**src/rtl/data_mem_ctrl_if.sv**
```systemverilog
// Request/response bundle between the CPU datapath and the multi-cycle data-memory stage.
// The master drives the ALU address, store data and decoder controls; the slave answers with load data and status.
interface data_mem_ctrl_if;
    logic [31:0] addr_i;
    logic [31:0] data_i;
    logic        MemRead_i;
    logic        MemWrite_i;
    logic [1:0]  size_i;
    logic        unsigned_i;
    logic [31:0] data_o;
    logic        stall_o;
    logic        done_o;
    logic        misalign_o;

    modport master (
        output addr_i, data_i, MemRead_i, MemWrite_i, size_i, unsigned_i,
        input  data_o, stall_o, done_o, misalign_o
    );

    modport slave (
        input  addr_i, data_i, MemRead_i, MemWrite_i, size_i, unsigned_i,
        output data_o, stall_o, done_o, misalign_o
    );
endinterface

```
**src/rtl/data_mem_ctrl.sv**
```systemverilog
// Multi-cycle data memory stage: byte/half/word loads and stores with a fixed access latency.
// The CPU is stalled while an access is in flight; misaligned requests are rejected with a one-cycle flag.
module data_mem_ctrl #(
    parameter int DEPTH_WORDS = 128,
    parameter int LATENCY     = 2
) (
    input  logic           clk_i,
    input  logic           rst_i,
    data_mem_ctrl_if.slave bus
);
    localparam int AW = $clog2(DEPTH_WORDS);
    localparam int CW = (LATENCY > 1) ? $clog2(LATENCY) : 1;

    typedef enum logic [1:0] {IDLE, ACCESS, DONE} state_t;

    state_t         r_state;
    logic [CW-1:0]  r_count;
    logic [AW-1:0]  r_idx;
    logic [1:0]     r_lane;
    logic [1:0]     r_size;
    logic           r_unsigned;
    logic           r_write;
    logic [31:0]    r_wdata;
    logic [31:0]    r_rdata;
    logic           r_done;
    logic           r_misalign;
    logic [31:0]    r_mem [DEPTH_WORDS] = '{default: '0};

    logic           w_req;
    logic           w_aligned;
    logic [31:0]    w_memWord;
    logic [31:0]    w_storeWord;
    logic [31:0]    w_loadWord;
    logic [7:0]     w_byte;
    logic [15:0]    w_half;

    assign w_req     = bus.MemRead_i | bus.MemWrite_i;
    assign w_aligned = (bus.size_i == 2'b00)
                     | ((bus.size_i == 2'b01) & ~bus.addr_i[0])
                     | (bus.size_i[1] & (bus.addr_i[1:0] == 2'b00));
    assign w_memWord = r_mem[r_idx];
    assign w_byte    = w_memWord[{r_lane, 3'b000} +: 8];
    assign w_half    = w_memWord[{r_lane[1], 4'b0000} +: 16];

    // Read-modify-write merge so a store only touches the lanes it owns
    always_comb begin
        w_storeWord = w_memWord;
        case (r_size)
            2'b00:   w_storeWord[{r_lane, 3'b000} +: 8]     = r_wdata[7:0];
            2'b01:   w_storeWord[{r_lane[1], 4'b0000} +: 16] = r_wdata[15:0];
            default: w_storeWord = r_wdata;
        endcase
    end

    always_comb begin
        case (r_size)
            2'b00:   w_loadWord = {{24{~r_unsigned & w_byte[7]}}, w_byte};
            2'b01:   w_loadWord = {{16{~r_unsigned & w_half[15]}}, w_half};
            default: w_loadWord = w_memWord;
        endcase
    end

    // Operands are latched on acceptance so the CPU may change its inputs while stalled
    always_ff @(posedge clk_i) begin
        if (rst_i) begin
            r_state    <= IDLE;
            r_count    <= '0;
            r_rdata    <= '0;
            r_done     <= 1'b0;
            r_misalign <= 1'b0;
        end else begin
            r_done     <= 1'b0;
            r_misalign <= 1'b0;
            case (r_state)
                IDLE: begin
                    if (w_req && w_aligned) begin
                        r_idx      <= bus.addr_i[AW+1:2];
                        r_lane     <= bus.addr_i[1:0];
                        r_size     <= bus.size_i;
                        r_unsigned <= bus.unsigned_i;
                        r_write    <= bus.MemWrite_i;
                        r_wdata    <= bus.data_i;
                        r_count    <= CW'(LATENCY - 1);
                        r_state    <= ACCESS;
                    end else if (w_req) begin
                        r_misalign <= 1'b1;
                    end
                end
                ACCESS: begin
                    if (r_count != '0) begin
                        r_count <= r_count - CW'(1);
                    end else begin
                        if (r_write) begin
                            r_mem[r_idx] <= w_storeWord;
                        end else begin
                            r_rdata <= w_loadWord;
                        end
                        r_done  <= 1'b1;
                        r_state <= DONE;
                    end
                end
                DONE:    r_state <= IDLE;
                default: r_state <= IDLE;
            endcase
        end
    end

    assign bus.stall_o    = ((r_state == IDLE) & w_req & w_aligned) | (r_state == ACCESS);
    assign bus.data_o     = r_rdata;
    assign bus.done_o     = r_done;
    assign bus.misalign_o = r_misalign;
endmodule

```
**src/flat_wrapper.sv**
```systemverilog
// flat-port wrapper written by rule: the top's interface ports become plain ports
module data_mem_ctrl_flat 
#(
    parameter int DEPTH_WORDS = 128,
    parameter int LATENCY     = 2
)
  (clk_i, rst_i, bus_addr_i, bus_data_i, bus_MemRead_i, bus_MemWrite_i, bus_size_i, bus_unsigned_i, bus_data_o, bus_stall_o, bus_done_o, bus_misalign_o);
  data_mem_ctrl_if bus_i ();
  input  logic clk_i;
  input  logic rst_i;
  input wire logic [$bits(bus_i.addr_i)-1:0] bus_addr_i;
  input wire logic [$bits(bus_i.data_i)-1:0] bus_data_i;
  input wire logic [$bits(bus_i.MemRead_i)-1:0] bus_MemRead_i;
  input wire logic [$bits(bus_i.MemWrite_i)-1:0] bus_MemWrite_i;
  input wire logic [$bits(bus_i.size_i)-1:0] bus_size_i;
  input wire logic [$bits(bus_i.unsigned_i)-1:0] bus_unsigned_i;
  output wire logic [$bits(bus_i.data_o)-1:0] bus_data_o;
  output wire logic [$bits(bus_i.stall_o)-1:0] bus_stall_o;
  output wire logic [$bits(bus_i.done_o)-1:0] bus_done_o;
  output wire logic [$bits(bus_i.misalign_o)-1:0] bus_misalign_o;
  assign bus_i.addr_i = bus_addr_i;
  assign bus_i.data_i = bus_data_i;
  assign bus_i.MemRead_i = bus_MemRead_i;
  assign bus_i.MemWrite_i = bus_MemWrite_i;
  assign bus_i.size_i = bus_size_i;
  assign bus_i.unsigned_i = bus_unsigned_i;
  assign bus_data_o = bus_i.data_o;
  assign bus_stall_o = bus_i.stall_o;
  assign bus_done_o = bus_i.done_o;
  assign bus_misalign_o = bus_i.misalign_o;
  data_mem_ctrl #(.DEPTH_WORDS(DEPTH_WORDS), .LATENCY(LATENCY)) u_core (.clk_i(clk_i), .rst_i(rst_i), .bus(bus_i));
endmodule
```
**config.mk**
```make
export PLATFORM = sky130hd
export DESIGN_NAME = data_mem_ctrl_flat
export DESIGN_NICKNAME = d
export VERILOG_FILES = /design/src/rtl/data_mem_ctrl_if.sv /design/src/rtl/data_mem_ctrl.sv /design/src/flat_wrapper.sv
export SDC_FILE = /design/constraint.sdc
export NUM_CORES = 2
export LEC_CHECK = 0
export BUFFER_PORTS_ARGS = -buffer_cell sky130_fd_sc_hd__buf_2
export CORE_MARGIN = 3
export CORE_UTILIZATION = 60
export CTS_CLUSTER_SIZE = 25
export DETAILED_ROUTE_END_ITERATION = 8
export PLACE_DENSITY = 0.76
export SLEW_MARGIN = 30
export SYNTH_ARGS = -nofsm -noshare
export SYNTH_HDL_FRONTEND = slang
export SYNTH_SLANG_ARGS = --single-unit
```
**constraint.sdc**
```tcl
create_clock -name clk_i -period 22.9 [get_ports clk_i]
set_clock_uncertainty 0.05 [all_clocks]
set_input_delay 2.29 -clock clk_i [delete_from_list [all_inputs] [get_ports clk_i]]
set_output_delay 2.29 -clock clk_i [all_outputs]
set_load 0.01 [all_outputs]
```
==> results.txt <==
The fraction of final layout cells sized beyond drive strength 1 came out at 0.2791. The total area of multi-input combinational cells came out at 35500 sq um. For this block, the routed nets add up to 449.3 mm of wire. The initialized floorplan defines 190 standard-cell rows.

The placer congestion estimate is 0.9487. The maximum count of clock buffers along a single path came out at 4. The number of cells produced by synthesis came out at 7192. The period utilization is 0.3674. The number of vias per cell came out at 7.255. At the worst endpoint, the arrival time is 8.95 ns. Once layout is complete, the cells apart from fillers number 11453. In this run the count of I/O pins placed on the die edge is 106. The worst-skew pair later-pin latency came out at 0.95 ns. The sequential cell area fraction in the yosys report came out at 0.7741. VDD sags by at most 0.09444 mV. The clock net in this run drives a total of 4185 sinks. Synthesis produced a netlist with a net count of 7268.

Setup slack closes at 14.49 ns. STA classifies the critical path startpoint as a flop. The library cell used most frequently in the layout, excluding fill and tap cells, is edfxtp_1. The wire length of the first global-routing pass is 630.9 mm. The worst hold path begins at u_core.r_count. The H-tree generated during clock tree synthesis spans 5 levels. In this run the horizontal extent of the chip is 525.2 microns.

The static leakage power came out at 56.95 nW. The clock tree root buffer cell is clkbuf_16. The slew of the pin with the lowest slew margin came out at 1.171 ns.

The filler cell count in the final layout came out at 15658. The count of input and output buffers came out at 82. Counting flops and latches in the post-synthesis netlist gives 4185.

The number of detailed-routing iterations run before antenna repair came out at 8. The pre-CTS worst setup slack came out at 14.80 ns. The number of max-cap violations came out at 0. The final count of hold timing violations is 0. The via count of the first global-routing pass came out at 83352. The initial antenna violation count came out at 23.

The number of nets still failing antenna checks after routing came out at 0. The synthesized cell area is 161800 sq um. The area taken by flip-flops and latches is 125300 sq um. STA classifies the critical path endpoint as a flop.

The floorplan core area came out at 268200 sq um. Of all flip-flops after synthesis, the portion carrying an async set or reset was 0. The HPWL after detailed placement is 227.7 mm. The maximum fanout along the worst path is 91. The total congestion overflow is 0. The number of clock buffers added by TritonCTS is 396.

The all-layer global routing usage came out at 0.3255. The initial utilization of the core area, before any placement, comes to 0.6033. The count of nets after finishing came out at 7661.

Setup repair after global routing left no endpoint under its margin. The yosys synthesis warning count came out at 0. The post-synthesis cell type count came out at 76. The min-delay analysis places its worst path in the category reg2reg. The number of enable flip-flop cells after synthesis came out at 4141. The final critical delay including setup and external delays came out at 8.414 ns. The placed cell count is 10728. For this block, the initial DRC count from the detailed router was 13837. The final route contains 83090 vias. The required time reported for the critical path endpoint came out at 23.44 ns. Compared with the post-synthesis result, the final layout area differs by 11.85%. The CTS clock-pin slew for the worst setup and hold paths is 0.06 ns. The run finished with clean final reports. The mean instance size in the synthesized netlist is 22.49 sq um. In the final routed layout, each cell accounts on average for 39.23 microns. The accumulated negative setup slack came out at 0 ns.

The max-slew violation count came out at 0. The area of the die came out at 275900 sq um. The vertical extent of the die is 525.2 microns. The most frequently used flop master after synthesis is edfxtp_1. The worst pin sits at a relative slew slack of 0.1971. The post-CTS setup buffer count came out at 0. The count of hold buffers inserted by post-cts repair came out at 0. The DRC violations left is 0.

The largest net degree at the start of global routing is 129. The library cells used most frequently in the layout, excluding fill and tap cells, are edfxtp_1, mux4_2, clkbuf_16, mux2i_1, buf_4. Setup violations remaining at the end of the flow were counted as 0. For this design the ratio of total power to cell area is 91.38 nW/um^2. The critical path is of the reg2reg type.

TritonCTS built the clock tree. The number of gates resized after cts is 0. Timing would allow up to 118.9 MHz.
-- logic make-up after synthesis --
group | Yosys count | share of synthesized area
compound gates | 544 | 0.02368
buf+inv | 415 | 0.01583
mux | 1426 | 0.1694
flops | 4185 | 0.7741
simple gates | 617 | 0.01658
fa+ha+maj | 5 | 0.0003867
-- layer usage --
metal  share of wire  up-vias  track usage
met5         0.00051        -            0
met4           0.060       16       0.1596
met3            0.13     1290      0.08455
met2            0.48     7038       0.5072
met1            0.33    43328       0.4344
li1                -    31418            -
-- worst max-delay path, stage by stage (launching register included) --
cell and delay (ns):
dfxtp_4 0.96, buf_4 0.73, buf_4 0.77, buf_4 0.75
buf_4 0.76, mux4_2 0.38, nand2_1 0.06, a21oi_1 0.48
o41ai_1 0.16, o21ai_0 0.31, o311ai_2 0.33, o21ai_0 0.24
o21ai_0 0.16, o21ai_4 0.78, buf_4 0.86
-- cell type report --
type	instances	share of cell area
Clock inverter	233	0.01263
Inverter	16	0.0003734
Clock buffer	473	0.05724
Timing Repair Buffer	394	0.01665
Tap cell	3552	0.02456
Sequential cell	4185	0.6922
Multi-Input combinational cell	2592	0.1962
Antenna cell	8	0.0001106
-- Yosys cell counts, types with 17 or more instances --
| cell type | n | area share |
|---|---|---|
| a22oi_1 | 120 | 0.0056 |
| nor2_1 | 224 | 0.0052 |
| buf_4 | 56 | 0.0026 |
| nor2b_1 | 17 | 0.00066 |
| clkbuf_1 | 158 | 0.0037 |
| nor3_1 | 38 | 0.0012 |
| buf_1 | 44 | 0.0010 |
| o221ai_1 | 34 | 0.0018 |
| buf_6 | 51 | 0.0036 |
| o22ai_1 | 52 | 0.0020 |
| nand3_1 | 66 | 0.0020 |
| edfxtp_1 | 4141 | 0.77 |
| mux4_2 | 1027 | 0.14 |
| mux2i_1 | 368 | 0.023 |
| buf_2 | 66 | 0.0020 |
| nand2_1 | 208 | 0.0048 |
| a31oi_1 | 36 | 0.0014 |
| dfxtp_1 | 44 | 0.0054 |
| a32oi_1 | 23 | 0.0012 |
| o21ai_0 | 72 | 0.0022 |
| a221oi_1 | 30 | 0.0016 |
| a21oi_1 | 79 | 0.0024 |
-- power breakdown --
group          internal, mW  leakage (nW)  switching (mW)
combinational         0.452          13.1           0.943
sequential             8.60          37.7          0.0257
clock                  3.69          6.17            2.82
-- state kept, by name, indices dropped and copies added (netlist names), named ones only --
name	flops
u_core.bus.done_o	1
u_core.r_write	1
u_core.r_size	2
u_core.bus.data_o	32
u_core.bus.misalign_o	1
u_core.r_unsigned	1
u_core.r_idx	7
u_core.r_count	1
u_core.r_state	2
u_core.r_lane	2
u_core.r_wdata	32
u_core.r_mem	4096
-- per-stage QoR --
step | hold WS [ns] | utilization | power (mW) | instance area (sq um)
floorplan | 0.4351 | - | 9.673 | 161800
global placement | 0.4718 | 0.6258 | 10.07 | 167800
detailed placement | 0.5001 | 0.6265 | 10.12 | 168000
CTS | 0.5077 | 0.6736 | 16.52 | 180600
global route | 0.5489 | 0.6747 | 16.88 | 180900
finish | 0.5080 | 0.6747 | 16.53 | 180900
-- worst paths after layout --
| check | end | slack [ns] | cells past startpoint |
|---|---|---|---|
| setup reg to reg | u_core.r_mem[86][23] | 14.49 | 14 |
| hold / removal | u_core.r_state[1] | 0.51 | 1 |
| setup / recovery | u_core.r_mem[86][23] | 14.49 | 14 |
| hold reg to reg | u_core.r_state[1] | 0.51 | 1 |
No activity file was read; power rests on OpenSTA's default activity.
